`config.mk`:
```
export PLATFORM = sky130hd
export DESIGN_NAME = t_to_eta_bin
export DESIGN_NICKNAME = d
export VERILOG_FILES = /design/src/rtl/t_to_eta_bin.sv
export SDC_FILE = /design/constraint.sdc
export NUM_CORES = 1
export LEC_CHECK = 0
export BUFFER_PORTS_ARGS = -buffer_cell sky130_fd_sc_hd__buf_2
export CAP_MARGIN = 20
export CORE_MARGIN = 5
export CORE_UTILIZATION = 45
export DETAILED_ROUTE_END_ITERATION = 12
export PLACE_DENSITY = 0.66
export RECOVER_POWER = 100
export REMOVE_ABC_BUFFERS = 1
export SLEW_MARGIN = 20
export SYNTH_ARGS = -nofsm -noshare
export SYNTH_HDL_FRONTEND = slang
export SYNTH_SLANG_ARGS = --single-unit
```
`constraint.sdc`:
```
create_clock -name clk -period 4.8 [get_ports clk]
set_input_delay 1.44 -clock clk [delete_from_list [all_inputs] [get_ports clk]]
set_output_delay 1.44 -clock clk [all_outputs]
set_load 0.05 [all_outputs]
```
`src/rtl/t_to_eta_bin.sv`:
```
// Multi-lane converter from track parameter t to a global eta bin index.
// Three-stage pipeline with run-time thresholds and a global valid/ready stall.
module t_to_eta_bin #(
  parameter int T_W      = 16,
  parameter int SECTOR_W = 2,
  parameter int SUBBINS  = 3,
  parameter int ETA_W    = 5,
  parameter int NCH      = 4,
  parameter int TAG_W    = 8
) (
  input  logic                       clk,
  input  logic                       reset,
  input  logic                       in_valid,
  output logic                       in_ready,
  input  logic [NCH*T_W-1:0]         in_t,
  input  logic [NCH-1:0]             in_mask,
  input  logic [TAG_W-1:0]           in_tag,
  output logic                       out_valid,
  input  logic                       out_ready,
  output logic [NCH*ETA_W-1:0]       out_eta,
  output logic [NCH-1:0]             out_mask,
  output logic [TAG_W-1:0]           out_tag,
  input  logic                       cfg_we,
  input  logic [2:0]                 cfg_addr,
  input  logic [T_W-SECTOR_W-2:0]    cfg_data
);

  localparam int FRAC_W   = T_W - 1 - SECTOR_W;
  localparam int NTHR     = SUBBINS - 1;
  localparam int REL_W    = $clog2(SUBBINS);
  localparam int THR_STEP = (1 << FRAC_W) / SUBBINS;
  localparam logic [ETA_W-1:0] SUBBINS_E = ETA_W'(SUBBINS);

  // ---------------------------------------------------------------------------
  // Shared sub-bin thresholds
  // ---------------------------------------------------------------------------
  logic [FRAC_W-1:0] thr [NTHR];

  // NOTE: the threshold array is only a handful of flops and must come back to
  // its evenly spaced defaults on reset, so it is reset like any other state.
  always_ff @(posedge clk or negedge reset) begin
    if (!reset) begin
      for (int k = 0; k < NTHR; k++) begin
        thr[k] <= FRAC_W'((k + 1) * THR_STEP);
      end
    end else if (cfg_we) begin
      // Out-of-range addresses match no entry and are dropped.
      for (int k = 0; k < NTHR; k++) begin
        if (cfg_addr == 3'(k)) thr[k] <= cfg_data;
      end
    end
  end

  // ---------------------------------------------------------------------------
  // Per-lane decode: sector base and relative sub-bin
  // ---------------------------------------------------------------------------
  logic [NCH-1:0][ETA_W-1:0] base_c;
  logic [NCH-1:0][REL_W-1:0] rel_c;

  // NOTE: every output of this block gets a default before any conditional
  // update, so no path leaves a value held and no latch is inferred.
  always_comb begin
    for (int i = 0; i < NCH; i++) begin
      // Negative half (sign=1) occupies bins from 0, positive half follows.
      base_c[i] = ETA_W'({~in_t[i*T_W + T_W - 1], in_t[i*T_W + FRAC_W +: SECTOR_W]})
                  * SUBBINS_E;
      rel_c[i]  = '0;
      for (int k = 0; k < NTHR; k++) begin
        if (in_t[i*T_W +: FRAC_W] >= thr[k]) rel_c[i] = rel_c[i] + REL_W'(1);
      end
    end
  end

  // ---------------------------------------------------------------------------
  // Pipeline with global stall
  // ---------------------------------------------------------------------------
  logic en;
  assign en       = out_ready | ~out_valid;
  assign in_ready = en;

  logic                      s1_valid;
  logic [NCH-1:0][ETA_W-1:0] s1_base;
  logic [NCH-1:0][REL_W-1:0] s1_rel;
  logic [NCH-1:0]            s1_mask;
  logic [TAG_W-1:0]          s1_tag;

  logic                      s2_valid;
  logic [NCH-1:0][ETA_W-1:0] s2_eta;
  logic [NCH-1:0]            s2_mask;
  logic [TAG_W-1:0]          s2_tag;

  // NOTE: state registers use non-blocking assignment so every stage samples
  // the previous stage's pre-edge value and the pipeline shifts as one.
  always_ff @(posedge clk or negedge reset) begin
    if (!reset) begin
      s1_valid <= 1'b0;
      s1_base  <= '0;
      s1_rel   <= '0;
      s1_mask  <= '0;
      s1_tag   <= '0;
    end else if (en) begin
      s1_valid <= in_valid;
      if (in_valid) begin
        s1_base <= base_c;
        s1_rel  <= rel_c;
        s1_mask <= in_mask;
        s1_tag  <= in_tag;
      end
    end
  end

  always_ff @(posedge clk or negedge reset) begin
    if (!reset) begin
      s2_valid <= 1'b0;
      s2_eta   <= '0;
      s2_mask  <= '0;
      s2_tag   <= '0;
    end else if (en) begin
      s2_valid <= s1_valid;
      if (s1_valid) begin
        for (int i = 0; i < NCH; i++) begin
          s2_eta[i] <= s1_mask[i] ? s1_base[i] + ETA_W'(s1_rel[i]) : '0;
        end
        s2_mask <= s1_mask;
        s2_tag  <= s1_tag;
      end
    end
  end

  // Output register; holds its contents while downstream back-pressures.
  always_ff @(posedge clk or negedge reset) begin
    if (!reset) begin
      out_valid <= 1'b0;
      out_eta   <= '0;
      out_mask  <= '0;
      out_tag   <= '0;
    end else if (en) begin
      out_valid <= s2_valid;
      if (s2_valid) begin
        out_eta  <= s2_eta;
        out_mask <= s2_mask;
        out_tag  <= s2_tag;
      end
    end
  end

endmodule
```
==> flow_summary_export.csv, run 1 <==
group,metric,value,unit
yosys,synth.area.top_cells,"dfrtp_1 38%, ha_1 20%, mux2_2 8.9%",
run_status,outcome,"finished, violations left",
drt,vias,5612,
place,dp_cells,1066,
drt,drc,0,
critical_path,required,3360,ps
cells_and_area,fin_util,53.1,%
timing,finalMaxSlewViolations,132,
floorplan,initial_core_util,46.0,%
timing,fin_crit,3680,ps
global_routing,grt_usage,18.1,%
critical_path,crit_arrival,2240,ps
cells_and_area,areaGrowthSynthToFinish,15.4,%
critical_path,cp-start-kind,"input port",
critical_path,worst-path-max-fanout,8,
cts,insertion_delay,420,ps
timing,worst_pin_slew,2060,ps
cts,cts-root-buf,"clkbuf_16",
yosys,synth.avg_cell_area,11.0,um^2
drt,vias_per_cell,5.09,
place,hpwlAfterDp,13200,um
cells_and_area,layout_commonest_cell,"ha_1",
cts,clock-sinks,133,
floorplan,pin_count,131,
yosys,synth-seq-area-share,41.9,%
drt,postRouteAntennaNets,0,
cells_and_area,mostFrequentLayoutCells,"128 x ha_1, 121 x nand2_1, 121 x dfrtp_1",
global_routing,grt_pass1_vias,5881,
cells_and_area,drive_gt1_share,23.8,%
cts,cts-buffers-inserted,17,
cts,postCtsHoldBufs,0,
yosys,async_flop_share,100,%
power,p_per_area,522,mW/mm^2
place,dp_slack,1250,ps
cts,cts_tree,"built",
floorplan,fp.dieArea,0.0205,mm^2
cts,path_clk_slew,60,ps
timing,clock.fmax,272,MHz
yosys,synth.distinct_cells,35,
place,place.gp.congestion,0.842,
cts,cts_setup_buffers,0,
yosys,ys.flop_type,"dfrtp_1",
flow_run,max_cap_viol_count,2,
place,port_buffers,130,
yosys,ys_warn_count,0,
cells_and_area,instances_no_fill,1102,
global_routing,antenna_found_initial,5,
yosys,netlist_instances,726,
run_status,violations,"max-capacitance violations, max-slew violations",
floorplan,core,0.0174,mm^2
global_routing,grt.overflow.total,0,
drt,firstDrtPassIters,4,
cells_and_area,fill_cells,1588,
critical_path,crit_type,"in -> out",
cts,htreeDepth,4,
global_routing,grt_pass1_wl,29300,um
timing,setup_viol,0,
floorplan,die_w,143,um
cts,ctsResizeCount,0,
timing,rsz0062_at_grt,"no",
yosys,synth-seq-cells,133,
floorplan,fp.dieH,143,um
global_routing,grt_max_degree,82,
drt,wl_per_cell,15.9,um
timing,finalHoldViolCount,0,
power,cellLeakagePower,4.66,nW
cts,clockBufferDepth,2,
yosys,synth_top_area_cell,"dfrtp_1",
cells_and_area,layout.nets,1093,
yosys,synthesis.area,0.00798,mm^2
timing,tns,0,ps
yosys,yosysTopAreaCellShare,37.9,%
critical_path,critPathCaptureType,"output pin",
critical_path,r2r_setup_slack,2150,ps
floorplan,num_rows,48,
yosys,synth-edff-count,0,
worst_hold_path,min_path_type,"reg -> reg",
timing,fin_skew,13.1,ps
timing,fin_crit_sh,76.6,%
timing,fin_ws,1120,ps
timing,slew_headroom,-37.4,%
power,max-vdd-ir-drop,368,uV
drt,routed_wl,17500,um
drt,drtIter0Drc,193,
[layer usage]
metal  track usage, %  up-vias  part of all wire (%)
li1                 -     2837                     -
met1             23.9     2628                    47
met2             29.6      132                    46
met3             5.32       13                   6.5
met4             3.65        2                  0.82
met5                0        -                 0.040
[cell type report]
class	instances	area [um^2]	share of cell area, %
repair buffers	135	638	6.93
flip-flops and latches	133	3340	36.3
diodes	4	10.0	0.109
clock inverters	15	144	1.56
clock buffers	17	425	4.62
well taps	225	282	3.06
multi-input cells	531	4210	45.7
inverters	42	158	1.71
[Yosys cell counts, drive strengths merged, types with 5 or more instances]
cell,instances
ha,128
nor2,7
buf,19
mux2,66
fa,8
inv,42
dfstp,12
nand3,20
and4,5
nand4,10
a21oi,44
dfrtp,121
xor2,12
a21o,20
nand2b,5
nand2,121
o21ai,56
[sequential cells by signal, indices dropped and copies added, names as in the netlist]
register / flops
s2_eta: 20
s2_valid: 1
s1_tag: 8
s1_base: 20
s1_rel: 8
s1_valid: 1
out_tag: 8
s2_mask: 4
s2_tag: 8
out_mask: 4
thr: 26
out_eta: 20
out_valid: 1
s1_mask: 4
[metrics by stage]
| step | cell area, um^2 | hold slack, ps | total power (W) |
|---|---|---|---|
| 5_1_grt | 9210 | 479 | 0.00518 |
| 4_1_cts | 9330 | 451 | 0.00492 |
| 6_report | 9210 | 446 | 0.00481 |
| 2_1_floorplan | 7790 | 433 | 0.00311 |
| 3_3_place_gp | 8760 | 442 | 0.00358 |
| 3_5_place_dp | 8760 | 445 | 0.00364 |
[critical path, cell delays in order]
cell and delay, ps:
buf_2 70, nand2b_1 220, clkbuf_1 500
[power by group]
group / switching, W / total (W) / internal, W
sequential: 0.000227 / 0.00175 / 0.00152
combinational: 0.00113 / 0.00181 / 0.000680
clock: 0.000527 / 0.00125 / 0.000726
total: 0.00188 / 0.00481 / 0.00293
[path summary, 6_finish.rpt]
path                                       start                      to  cells after the start
min                        s1_tag[6]$_DFFE_PN0P_   s2_tag[6]$_DFFE_PN0P_                      2
min in group asynchronous                  reset  out_tag[1]$_DFFE_PN0P_                      1
max                                    out_ready                in_ready                      3
max reg2reg                out_valid$_DFFE_PN0N_   s1_tag[6]$_DFFE_PN0P_                      3
max in group asynchronous                  reset     thr[24]$_DFFE_PN1P_                      2
min reg2reg                s1_tag[6]$_DFFE_PN0P_   s2_tag[6]$_DFFE_PN0P_                      2
[cell families (layout without fill, tap and decap cells)]
group	Yosys count	in the layout	share of synthesized area, %
other	0	4	0
adder cells (fa/ha/maj)	136	136	22.1
flip-flops	133	133	41.9
buffers and inverters	62	209	4.44
XOR/XNOR	16	16	1.76
multiplexers	66	66	9.45
AO/OA/AOI/OAI	138	138	10.3
AND/OR/NAND/NOR	175	175	10.1
Note: power is estimated with default switching activity, not from simulation.
==> inputs of run 2 (changes only) <==
clock period = 3.5 ns   (was 4.8 ns; I/O delays follow)
==> flow_summary_export.csv, run 2 (synthesized netlist as in run 1, its figures left out) <==
group,metric,value,unit
run_status,outcome,"finished, violations left",
run_status,violations,"max-capacitance violations, max-slew violations",
cts,ctsResizeCount,0,
cells_and_area,areaGrowthSynthToFinish,15.9,%
power,p_int,0.00415,W
power,max-vdd-ir-drop,428,uV
global_routing,grt_pass1_wl,29000,um
drt,vias,5628,
critical_path,cp_top_family,"buffers and inverters",
cells_and_area,largest_register_ffs,26,
power,p_sw_share,38.3,%
timing,clock.fmax,343,MHz
drt,routed_wl,17700,um
cts,cts_setup_buffers,0,
cts,cts-buffers-inserted,17,
cells_and_area,mostFrequentLayoutCells,"128 x ha_1, 121 x dfrtp_1, 120 x nand2_1",
critical_path,crit_arrival,1870,ps
cells_and_area,drive_gt1_share,23.3,%
flow_run,max_cap_viol_count,1,
place,port_buffers,130,
critical_path,cp-start-kind,"input port",
cells_and_area,layout_commonest_cell,"ha_1",
cts,clockBufferDepth,2,
worst_hold_path,min_path_cells,2,
power,p_per_area,726,mW/mm^2
floorplan,fp.dieArea,0.0205,mm^2
critical_path,r2r_cells,9,
power,pwr-share-seq,35.7,%
floorplan,fp.dieH,143,um
cells_and_area,layout.nets,1094,
cts,clock-sinks,133,
drt,drc,0,
timing,rsz0062_at_grt,"no",
timing,holdWs,464,ps
drt,vias_per_cell,5.12,
place,place.gp.congestion,0.834,
timing,fin_skew,10.5,ps
cells_and_area,regMostFlops,"thr",
cts,insertion_delay,420,ps
worst_hold_path,min_path_type,"reg -> reg",
timing,fin_crit,2920,ps
drt,postRouteAntennaNets,0,
timing,finalHoldViolCount,0,
critical_path,critPathCaptureType,"output pin",
worst_hold_path,holdPathEnd,"s2_eta[10]$_DFFE_PN0P_",
worst_hold_path,hold_start,"s2_eta[10]$_DFFE_PN0P_",
critical_path,slowest_delay,500,ps
critical_path,crit_type,"in -> out",
global_routing,grt.overflow.total,0,
floorplan,initial_core_util,46.0,%
timing,tns,0,ps
critical_path,required,2450,ps
power,pwr-share-clk,27.3,%
timing,worst_pin_slew,1740,ps
critical_path,crit_buf_inv,2,
drt,wl_per_cell,16.1,um
global_routing,grt_pass1_vias,5740,
floorplan,num_rows,48,
floorplan,core,0.0174,mm^2
critical_path,worst-path-max-fanout,8,
critical_path,r2r_setup_slack,950,ps
timing,finalMaxSlewViolations,67,
timing,fin_crit_sh,83.4,%
drt,firstDrtPassIters,7,
global_routing,antenna_found_initial,3,
cts,cts_tree,"built",
critical_path,slowest_stage,"clkbuf_1",
cts,postCtsHoldBufs,0,
drt,drtIter0Drc,168,
power,switchingPower,0.00257,W
critical_path,r2r_start,"thr[15]$_DFFE_PN0P_",
floorplan,pin_count,131,
timing,setup_viol,0,
cts,cts-root-buf,"clkbuf_16",
timing,slew_headroom,-16.0,%
global_routing,grt_usage,18.1,%
critical_path,r2r-end,"s1_rel[0]$_DFFE_PN0P_",
critical_path,worstPathCellList,"buf_2 -> nand2b_1 -> clkbuf_1",
cts,path_clk_slew,60,ps
power,p_comb_share,37.0,%
floorplan,die_w,143,um
power,cellLeakagePower,4.67,nW
place,hpwlAfterDp,13300,um
global_routing,grt_max_degree,68,
cts,htreeDepth,4,
[run 2: final cells by class]
class                      instances  area [um^2]
tap                              225          282
clock inverter                    14          174
timing repair buffer             136          647
sequential                       133         3340
antenna                            1         2.50
clock buffer                      18          429
fill                            1582         8110
multi-input combinational        531         4220
inverter                          42          158
[run 2: how the worst max path moves through the flow]
stage               from                    end  depth (start not counted)
2_1_floorplan   in_t[50]  s1_rel[6]$_DFFE_PN0P_                          8
3_3_place_gp     in_t[2]  s1_rel[0]$_DFFE_PN0P_                          9
3_5_place_dp     in_t[2]  s1_rel[0]$_DFFE_PN0P_                          9
4_1_cts          in_t[2]  s1_rel[0]$_DFFE_PN0P_                          9
5_1_grt        out_ready               in_ready                          3
6_report       out_ready               in_ready                          3
[run 2: metal layers]
layer	vias to the layer above	wire length [um]	track usage [%]
li1	2820	-	-
met1	2652	8430	23.9
met2	132	7980	29.7
met3	20	1020	4.96
met4	4	228	4.30
met5	-	21	0
[run 2: power groups by stage]
stage / Combinational (W) / Clock (W) / Sequential (W)
floorplan: 0.00138 / 0 / 0.00288
global placement: 0.00251 / 0 / 0.00241
detailed placement: 0.00257 / 0 / 0.00243
CTS: 0.00259 / 0.00186 / 0.00240
global route: 0.00281 / 0.00194 / 0.00247
finish: 0.00248 / 0.00184 / 0.00240
[run 2: through the flow]
stage                     std cells  utilization, %  cell area, um^2  setup WS [ps]  power [W]
after CTS                      1099            54.1             9390            797    0.00686
after global routing           1100            53.3             9250            517    0.00721
after global placement         1067            50.6             8780            354    0.00492
after floorplan                 706               -             7790            819    0.00426
after detailed placement       1067            50.6             8780            361    0.00500
final                          1100            53.3             9250            581    0.00672
[run 2: worst min-delay path: cells and delay by family (launching register included)]
family        cells  cell delay, ps
simple gates      2             100
flops             1             340
